File: src/rtl/hazard_stall_ctrl.sv
// Fixed-priority decode stall controller: accepts one hazard channel, stalls for its
// requested length, masks requests for one release cycle, and keeps saturating stall statistics.
module hazard_stall_ctrl #(
    parameter int NUM_SRC = 2,
    parameter int CNT_W   = 2,
    parameter int STAT_W  = 32,
    localparam int SRC_W  = (NUM_SRC > 1) ? $clog2(NUM_SRC) : 1
) (
    input  logic                     clk,
    input  logic                     reset,
    input  logic [NUM_SRC-1:0]       hazard_req,
    input  logic [NUM_SRC*CNT_W-1:0] hazard_len,
    input  logic                     flush,
    input  logic                     stat_clear,
    output logic                     stall,
    output logic [SRC_W-1:0]         stall_src,
    output logic [CNT_W-1:0]         stall_remaining,
    output logic [STAT_W-1:0]        stat_stall_cycles,
    output logic [STAT_W-1:0]        stat_hazard_events
);

    // state     | meaning
    // S_IDLE    | no episode; an eligible request is accepted and stalls this cycle
    // S_STALL   | stalling for a latched channel; requests ignored
    // S_RELEASE | one cycle with stall low and all requests masked
    typedef enum logic [1:0] {
        S_IDLE    = 2'd0,
        S_STALL   = 2'd1,
        S_RELEASE = 2'd2
    } state_t;

    state_t              state_q, state_d;
    logic [CNT_W-1:0]    rem_q, rem_d;
    logic [SRC_W-1:0]    src_q, src_d;
    logic [STAT_W-1:0]   stall_cnt_q, stall_cnt_d;
    logic [STAT_W-1:0]   event_cnt_q, event_cnt_d;

    logic                any_elig;
    logic [SRC_W-1:0]    sel_idx;
    logic [CNT_W-1:0]    sel_len;
    logic                accept;

    // Walk from the highest index down so the lowest eligible index is left selected.
    always_comb begin
        any_elig = 1'b0;
        sel_idx  = '0;
        sel_len  = '0;
        for (int i = NUM_SRC - 1; i >= 0; i--) begin
            if (hazard_req[i] && (hazard_len[i*CNT_W +: CNT_W] != '0)) begin
                any_elig = 1'b1;
                sel_idx  = SRC_W'(i);
                sel_len  = hazard_len[i*CNT_W +: CNT_W];
            end
        end
    end

    assign accept = (state_q == S_IDLE) && !flush && !reset && any_elig;

    // rem_q counts STALL-state cycles still to go including the current one,
    // so the cycles left after the current one is rem_q-1.
    always_comb begin
        stall           = 1'b0;
        stall_src       = '0;
        stall_remaining = '0;
        if (accept) begin
            stall           = 1'b1;
            stall_src       = sel_idx;
            stall_remaining = sel_len - CNT_W'(1);
        end else if ((state_q == S_STALL) && !flush) begin
            stall           = 1'b1;
            stall_src       = src_q;
            stall_remaining = rem_q - CNT_W'(1);
        end
    end

    always_comb begin
        state_d = state_q;
        rem_d   = rem_q;
        src_d   = src_q;
        if (flush) begin
            state_d = S_IDLE;
            rem_d   = '0;
        end else begin
            case (state_q)
                S_IDLE: begin
                    if (accept) begin
                        src_d   = sel_idx;
                        rem_d   = sel_len - CNT_W'(1);
                        state_d = (sel_len > CNT_W'(1)) ? S_STALL : S_RELEASE;
                    end
                end
                S_STALL: begin
                    if (rem_q <= CNT_W'(1)) begin
                        rem_d   = '0;
                        state_d = S_RELEASE;
                    end else begin
                        rem_d = rem_q - CNT_W'(1);
                    end
                end
                S_RELEASE: state_d = S_IDLE;
                default:   state_d = S_IDLE;
            endcase
        end
    end

    always_comb begin
        stall_cnt_d = stall_cnt_q;
        event_cnt_d = event_cnt_q;
        if (stat_clear) begin
            stall_cnt_d = '0;
            event_cnt_d = '0;
        end else begin
            if (stall && (stall_cnt_q != '1)) begin
                stall_cnt_d = stall_cnt_q + STAT_W'(1);
            end
            if (accept && (event_cnt_q != '1)) begin
                event_cnt_d = event_cnt_q + STAT_W'(1);
            end
        end
    end

    always_ff @(posedge clk or posedge reset) begin
        if (reset) begin
            state_q     <= S_IDLE;
            rem_q       <= '0;
            src_q       <= '0;
            stall_cnt_q <= '0;
            event_cnt_q <= '0;
        end else begin
            state_q     <= state_d;
            rem_q       <= rem_d;
            src_q       <= src_d;
            stall_cnt_q <= stall_cnt_d;
            event_cnt_q <= event_cnt_d;
        end
    end

    assign stat_stall_cycles  = stall_cnt_q;
    assign stat_hazard_events = event_cnt_q;

endmodule

File: config.mk
export PLATFORM = sky130hd
export DESIGN_NAME = hazard_stall_ctrl
export DESIGN_NICKNAME = d
export VERILOG_FILES = /design/src/rtl/hazard_stall_ctrl.sv
export SDC_FILE = /design/constraint.sdc
export NUM_CORES = 1
export LEC_CHECK = 0
export ABC_AREA = 1
export CORE_ASPECT_RATIO = 0.7
export CORE_MARGIN = 10
export CORE_UTILIZATION = 36
export DETAILED_ROUTE_END_ITERATION = 16
export DONT_BUFFER_PORTS = 1
export GPL_ROUTABILITY_DRIVEN = 0
export HOLD_SLACK_MARGIN = 0.1
export PLACE_DENSITY_LB_ADDON = 0.12
export SLEW_MARGIN = 20
export SYNTH_ARGS = -nofsm -noshare
export SYNTH_HDL_FRONTEND = slang
export SYNTH_SLANG_ARGS = --single-unit
File: constraint.sdc
create_clock -name clk -period 2.4 [get_ports clk]
set_clock_uncertainty 0.1 [all_clocks]
set_input_delay 0.6 -clock clk [delete_from_list [all_inputs] [get_ports clk]]
set_output_delay 0.6 -clock clk [all_outputs]
set_load 0.02 [all_outputs]
==> results of run 1 <==
through the flow:
| step | setup TNS [ns] | area [um2] |
|---|---|---|
| floorplan | 0 | 4860 |
| global placement | 0 | 5560 |
| detailed placement | -0.0819 | 5560 |
| CTS | 0 | 5850 |
| global route | -0.0230 | 5860 |
| finish | 0 | 5860 |
cells by family (layout without fill, tap and decap cells):
group | count (synthesis) | count (layout) | synth area share [%]
xor+xnor | 19 | 19 | 3.43
buf+inv | 77 | 151 | 6.96
fa+ha+maj | 6 | 6 | 1.55
compound gates | 17 | 17 | 2.06
flops | 69 | 69 | 35.6
simple gates | 576 | 576 | 50.4
layer usage:
metal	routed length, um	vias up
li1	-	2541
met1	8280	2389
met2	6410	200
met3	1650	13
met4	116	0
met5	0	-
critical path: cells and delay by family (launching register included):
kind | cells | cell delay [ns]
buf+inv | 1 | 0.14
flops | 1 | 0.40
simple gates | 6 | 0.69
Yosys cell counts (2+ instances only):
| library cell | instances | area share (%) |
|---|---|---|
| nand4_1 | 36 | 4.6 |
| nand2_2 | 8 | 1.0 |
| or2_2 | 8 | 1.0 |
| nor2_1 | 128 | 9.9 |
| o21ai_0 | 10 | 1.0 |
| o21bai_1 | 2 | 0.31 |
| nand2_4 | 3 | 0.70 |
| inv_2 | 6 | 0.46 |
| buf_1 | 2 | 0.15 |
| xnor2_1 | 6 | 1.1 |
| nand3b_1 | 2 | 0.31 |
| nand2_1 | 330 | 26 |
| ha_1 | 6 | 1.5 |
| nor2_2 | 4 | 0.52 |
| dfrtp_1 | 69 | 36 |
| inv_1 | 54 | 4.2 |
| clkbuf_1 | 4 | 0.31 |
| buf_6 | 5 | 1.2 |
| nor2_8 | 2 | 0.82 |
| xor2_1 | 13 | 2.3 |
| nand3_1 | 52 | 5.4 |
| nor2_4 | 2 | 0.46 |
| buf_2 | 5 | 0.52 |
state kept, by name, summed over array words and instances, names as in the netlist:
name / flops
stat_hazard_events: 32
stat_stall_cycles: 32
rem_q: 2
state_q: 2
src_q: 1
final cells by class:
| type | count | share of cell area [%] |
|---|---|---|
| clock inverter | 4 | 0.384 |
| timing repair buffer | 74 | 9.95 |
| inverter | 61 | 4.06 |
| multi-input combinational | 618 | 47.8 |
| clock buffer | 12 | 4.38 |
| sequential | 69 | 29.5 |
| tap | 185 | 3.95 |
path summary, 6_finish.rpt:
kind,slack (ns),end,from,depth (start not counted)
worst max-delay path,0.13,stall_remaining[1],state_q[1],7
worst min-delay path,0.33,stat_stall_cycles[10],stat_clear,3
worst max register to register,0.29,stat_stall_cycles[29],stat_stall_cycles[31],10
worst min register to register,0.45,src_q,src_q,2
max in group asynchronous,0.91,stat_hazard_events[5],reset,3
min in group asynchronous,0.71,src_q,reset,2
timing repair:
item	CTS	global route
hold buffers	1	0
gates resized for setup	0	1
endpoints found under the setup margin	0	2
endpoints found under the hold margin	13	0
power by group:
part | switching, mW | internal [mW] | total, mW
sequential | 0.0190 | 1.18 | 1.20
combinational | 0.191 | 0.0684 | 0.259
clock | 0.532 | 0.752 | 1.28
total | 0.742 | 2.00 | 2.75
==> results.md, run 1 <==
* Status: completed
* Total gr overflow at 0
* CTS H-Tree Depth at 3
* Layout cell share with drive strength beyond 1 at between 10% and 20%
* Ports at approximately 80
* Residual DRC count at 0
* Drt wl/cell at about 16 um
* Max stage delay on crit path at ~0.40 ns
* Commonest non-fill, non-tap cell in the layout: nand2_1
* Area growth, synth to finish at 20.7%
* Starting density of the core at between 30% and 40%
* First-pass GRT wire length at 26400 um
* Yosys Warn Count at 0
* Largest net degree at the start of global routing at 37
* Post-Syn Area at just under 5000 um2
* Setup WS post-layout at around 0.13 ns
* Final min period at between 2 and 2.5 ns
* Met1 GRT Util at a little over a quarter
* Die ar. at about 19000 um2
* Post-Syn Instances at 764
* Crit path capture type: output pin
* Dpl cells at between 1000 and 1500
* Clock sink count at between 60 and 70
* Via count at approximately 5100
* Final hold vios at 0
* Sequential share of the synthesized area at between 30% and 40%
* Worst setup SP type: register
* CTS tree: yes
* Crit path arrival time at ~1.6 ns
* Vias in the first global route at ~4700
* Netlist cell types at 30
* Fmax at around 440 MHz
* Fin util at 44.4%
* Routed wire length at 16500 um
* Crit Path Max Fanout at 6
* Required @ worst endpoint at between 1.5 and 2 ns
* Clock buffer depth at 2
* Post-Layout Cell Count at just over 1000
* Max cap viols at 0
* HPWL Detailed at between 10000 and 15000 um
* Yosys reg bits at between 60 and 70
* Grt met2 use at 24.2%
* DP Worst Slack at -0.0408 ns
* Slew @ Worst Pin at about 0.73 ns
* Worst-path cell chain: nor2_2 > nand2_1 > nor2_2 > nand2_2 > inv_2 > nand2_1 > nand2_2
* Setup bufs post-CTS at 0
* Row count at 35
* Clk pin slew, worst setup/hold paths at approximately 0.060 ns
* Leakage at 2.87 nW
* Via/cell ratio at approximately 5
* Worst skew pair latency at ~0.33 ns
* WHS at 0.331 ns
* Number of synthesized flops with an enable pin at 0
* Antenna Cells at 0
* Die Wd at 159 um
* Synthesized Nets at slightly below 800
* Gr usage total at 17.7%
* Grt met3 use at roughly 4.8%
* Final setup violation count at 0
* Die Y-Extent at around 120 um
* Async SR Flop Fraction at between 90% and 100%
* Top_reg_cell synth: dfrtp_1
* Initial DRC Count at approximately 450
* Total chip power at around 2.7 mW
* Router iterations before antenna repair at 5
* Clock root buffer: clkbuf_16
* Routed Antenna Nets at 0
* Most frequent cells in the layout: 329 x nand2_1, 128 x nor2_1, 71 x buf_4
* Final #Nets at 849
* CTS Buf Count at 9
* # fillers at between 1000 and 1500
* Multi-input gate area at roughly 2800 um2
* GRT Max-Usage Layer: met1
* P per Cell Area at about 470 nW/um2
* Register area at 1730 um2
* HP Class: in2reg
* Crit Path Class: reg2out
* # port buffers at 0
* Slowest CP cell: dfrtp_1
* Tcrit/Tclk final at ~94%
* Syn_area_per_cell at about 6.4 um2
* Number of antenna violations at the first check in global routing at 0
* RSZ-0062 raised after global routing: yes
* Max-slew headroom at roughly 51%
* Slew Limit Fails at 0
* Max VDD drop at around 0.00034 V
* Core region area at ~13000 um2
No activity file was read; power rests on OpenSTA's default activity.
==> inputs of run 2 (changes only) <==
==> constraint.sdc (replaced) <==
create_clock -name clk -period 2.1 [get_ports clk]
set_clock_uncertainty 0.1 [all_clocks]
set_input_delay 0.525 -clock clk [delete_from_list [all_inputs] [get_ports clk]]
set_output_delay 0.525 -clock clk [all_outputs]
set_load 0.02 [all_outputs]
==> run 2 against run 1 <==
  * The run now ends with setup timing left
  * Sequential power rose by 15%
  * Final area is 4.4% higher
  * Flip-flop and latch count did not move
  * Critical path depth fell by 1
  * Via count grew 0.45%
  * Worst hold slack got worse by 0.074 ns
  * Clock power increased by 37%
  * Critical endpoint is now stall_remaining[0]
  * Largest cell class unchanged
==> results.md, run 2 (synthesis results as in run 1) <==
* HPWL Detailed at roughly 13000 um
* Max cap viols at 0
* Status: finished with violations
* Met2 routed WL at approximately 6600 um
* Die ar. at roughly 19000 um2
* P per Cell Area at around 570 nW/um2
* Final min period at around 2.1 ns
* Failing checks: setup timing
* Die Y-Extent at 117 um
* Router iterations before antenna repair at 4
* Drt wl/cell at between 15 and 20 um
* Metal-1 WL at between 8000 and 9000 um
* Final #Nets at roughly 870
* Antenna Cells at 0
* Slew Limit Fails at 0
* Max stage delay on crit path at 0.41 ns
* Row count at 35
* Commonest non-fill, non-tap cell in the layout: nand2_1
* Setup TNS at -0.00628 ns
* Starting density of the core at between 30% and 40%
* Crit Path Max Fanout at 4
* Worst setup SP type: register
* Slowest CP cell: dfrtp_1
* # port buffers at 0
* DR top layer: met4
* Slew @ Worst Pin at 0.501 ns
* RSZ-0062 raised after global routing: yes
* Final hold vios at 0
* Worst skew pair latency at approximately 0.33 ns
* Setup WS post-layout at -0.00628 ns
* Vias in the first global route at a little under 5000
* Total gr overflow at 0
* Required @ worst endpoint at around 1.5 ns
* Routed wire length at 16400 um
* DP Worst Slack at ~0.037 ns
* Leakage at between 3 and 4 nW
* Clk pin slew, worst setup/hold paths at approximately 0.060 ns
* Number of antenna violations at the first check in global routing at 0
* Final setup violation count at 1
* CTS H-Tree Depth at 3
* Fmax at ~470 MHz
* Ports at between 70 and 80
* Die Wd at about 160 um
* Area growth, synth to finish at 26.0%
* Worst R2R Start: stat_hazard_events[1]
* Crit Path Class: reg2out
* Most frequent CP cell: nor2_2
* First-pass GRT wire length at between 20000 and 30000 um
* CTS Buf Count at 9
* Routed wl met3 at between 1500 and 2000 um
* Largest net degree at the start of global routing at 31
* Crit path capture type: output pin
* CTS tree: yes
* Min-delay src: stat_clear
* Residual DRC count at 0
* Via/cell ratio at just under 5
* Clock root buffer: clkbuf_16
* Tcrit/Tclk final at 100%
* Most frequent cells in the layout: 327 x nand2_1, 128 x nor2_1, 83 x buf_4
* HP Class: in2reg
* Layout cell share with drive strength beyond 1 at 17.4%
* Routed Antenna Nets at 0
* Gr usage total at between 10% and 20%
* Via count at 5166
* Core region area at 13200 um2
* Worst-path cell chain: nor2_2 > nand2_1 > nor2_2 > nand2_2 > o22ai_2 > buf_6
* Crit. Startpoint: state_q[1]
* Clock buffer depth at 2
* Clock sink count at 69
* Initial DRC Count at roughly 430
* Max-slew headroom at between 60% and 70%
* Flop2flop setup slack at 0.16 ns
* Max VDD drop at 0.000447 V
* Crit path arrival time at between 1 and 1.5 ns
==> run 2: changes by cell type in the layout (fill, tap and decap cells not counted), sizes merged <==
cell,previous run,this run
buf,73,90
clkinv,4,1
bufinv,0,2
clkbuf,12,13
clkinvlp,2,1
inv,59,60
==> run 2: timing repair <==
action | in CTS | in global routing
pin swaps | 2 | 6
gates cloned | 0 | 0
hold endpoints to repair | 16 | 0
setup endpoints to repair | 4 | 5
setup buffers | 2 | 4
hold buffers | 1 | 0
resized for setup | 5 | 10
==> run 2: layout make-up <==
type,count,area (um2)
clock inverter,3,65.1
timing repair buffer,91,747
inverter,61,243
fill,1372,7070
sequential,69,1730
clock buffer,13,280
tap,185,231
multi-input combinational,618,2820
==> run 2: worst paths after layout <==
path / to / depth (start not counted)
hold reg to reg: src_q / 2
hold / removal: stat_hazard_events[6] / 3
setup reg to reg: stat_hazard_events[10] / 11
setup / recovery: stall_remaining[0] / 6
min in group asynchronous: stat_hazard_events[31] / 2
max in group asynchronous: state_q[0] / 3
==> run 2: worst max-delay path, delay by kind of cell (launching register included) <==
family                 cells  cell delay [ns]
AO/OA/AOI/OAI              1             0.14
buffers and inverters      1             0.14
flip-flops                 1             0.41
AND/OR/NAND/NOR            4             0.47
==> run 2: per-layer routing <==
metal  vias to the layer above  global-route usage, %
li1                       2585                      -
met1                      2397                   25.7
met2                       173                   24.5
met3                        11                   5.56
met4                         0                   3.35
met5                         -                      0
==> run 2: where the power goes <==
part	internal, mW	total, mW	switching (mW)
logic	0.113	0.344	0.231
registers	1.35	1.38	0.0238
clock network	1.17	1.76	0.590
==> run 2: metrics by stage <==
step	area, um2	utilization (%)	instances	total power [mW]	hold WS, ns
global route	6120	46.4	1040	3.63	0.252
CTS	6050	45.9	1036	3.52	0.237
floorplan	4860	-	764	1.60	0.402
finish	6120	46.4	1040	3.48	0.257
global placement	5670	43.0	1017	1.70	0.358
detailed placement	5670	43.0	1017	1.71	0.360
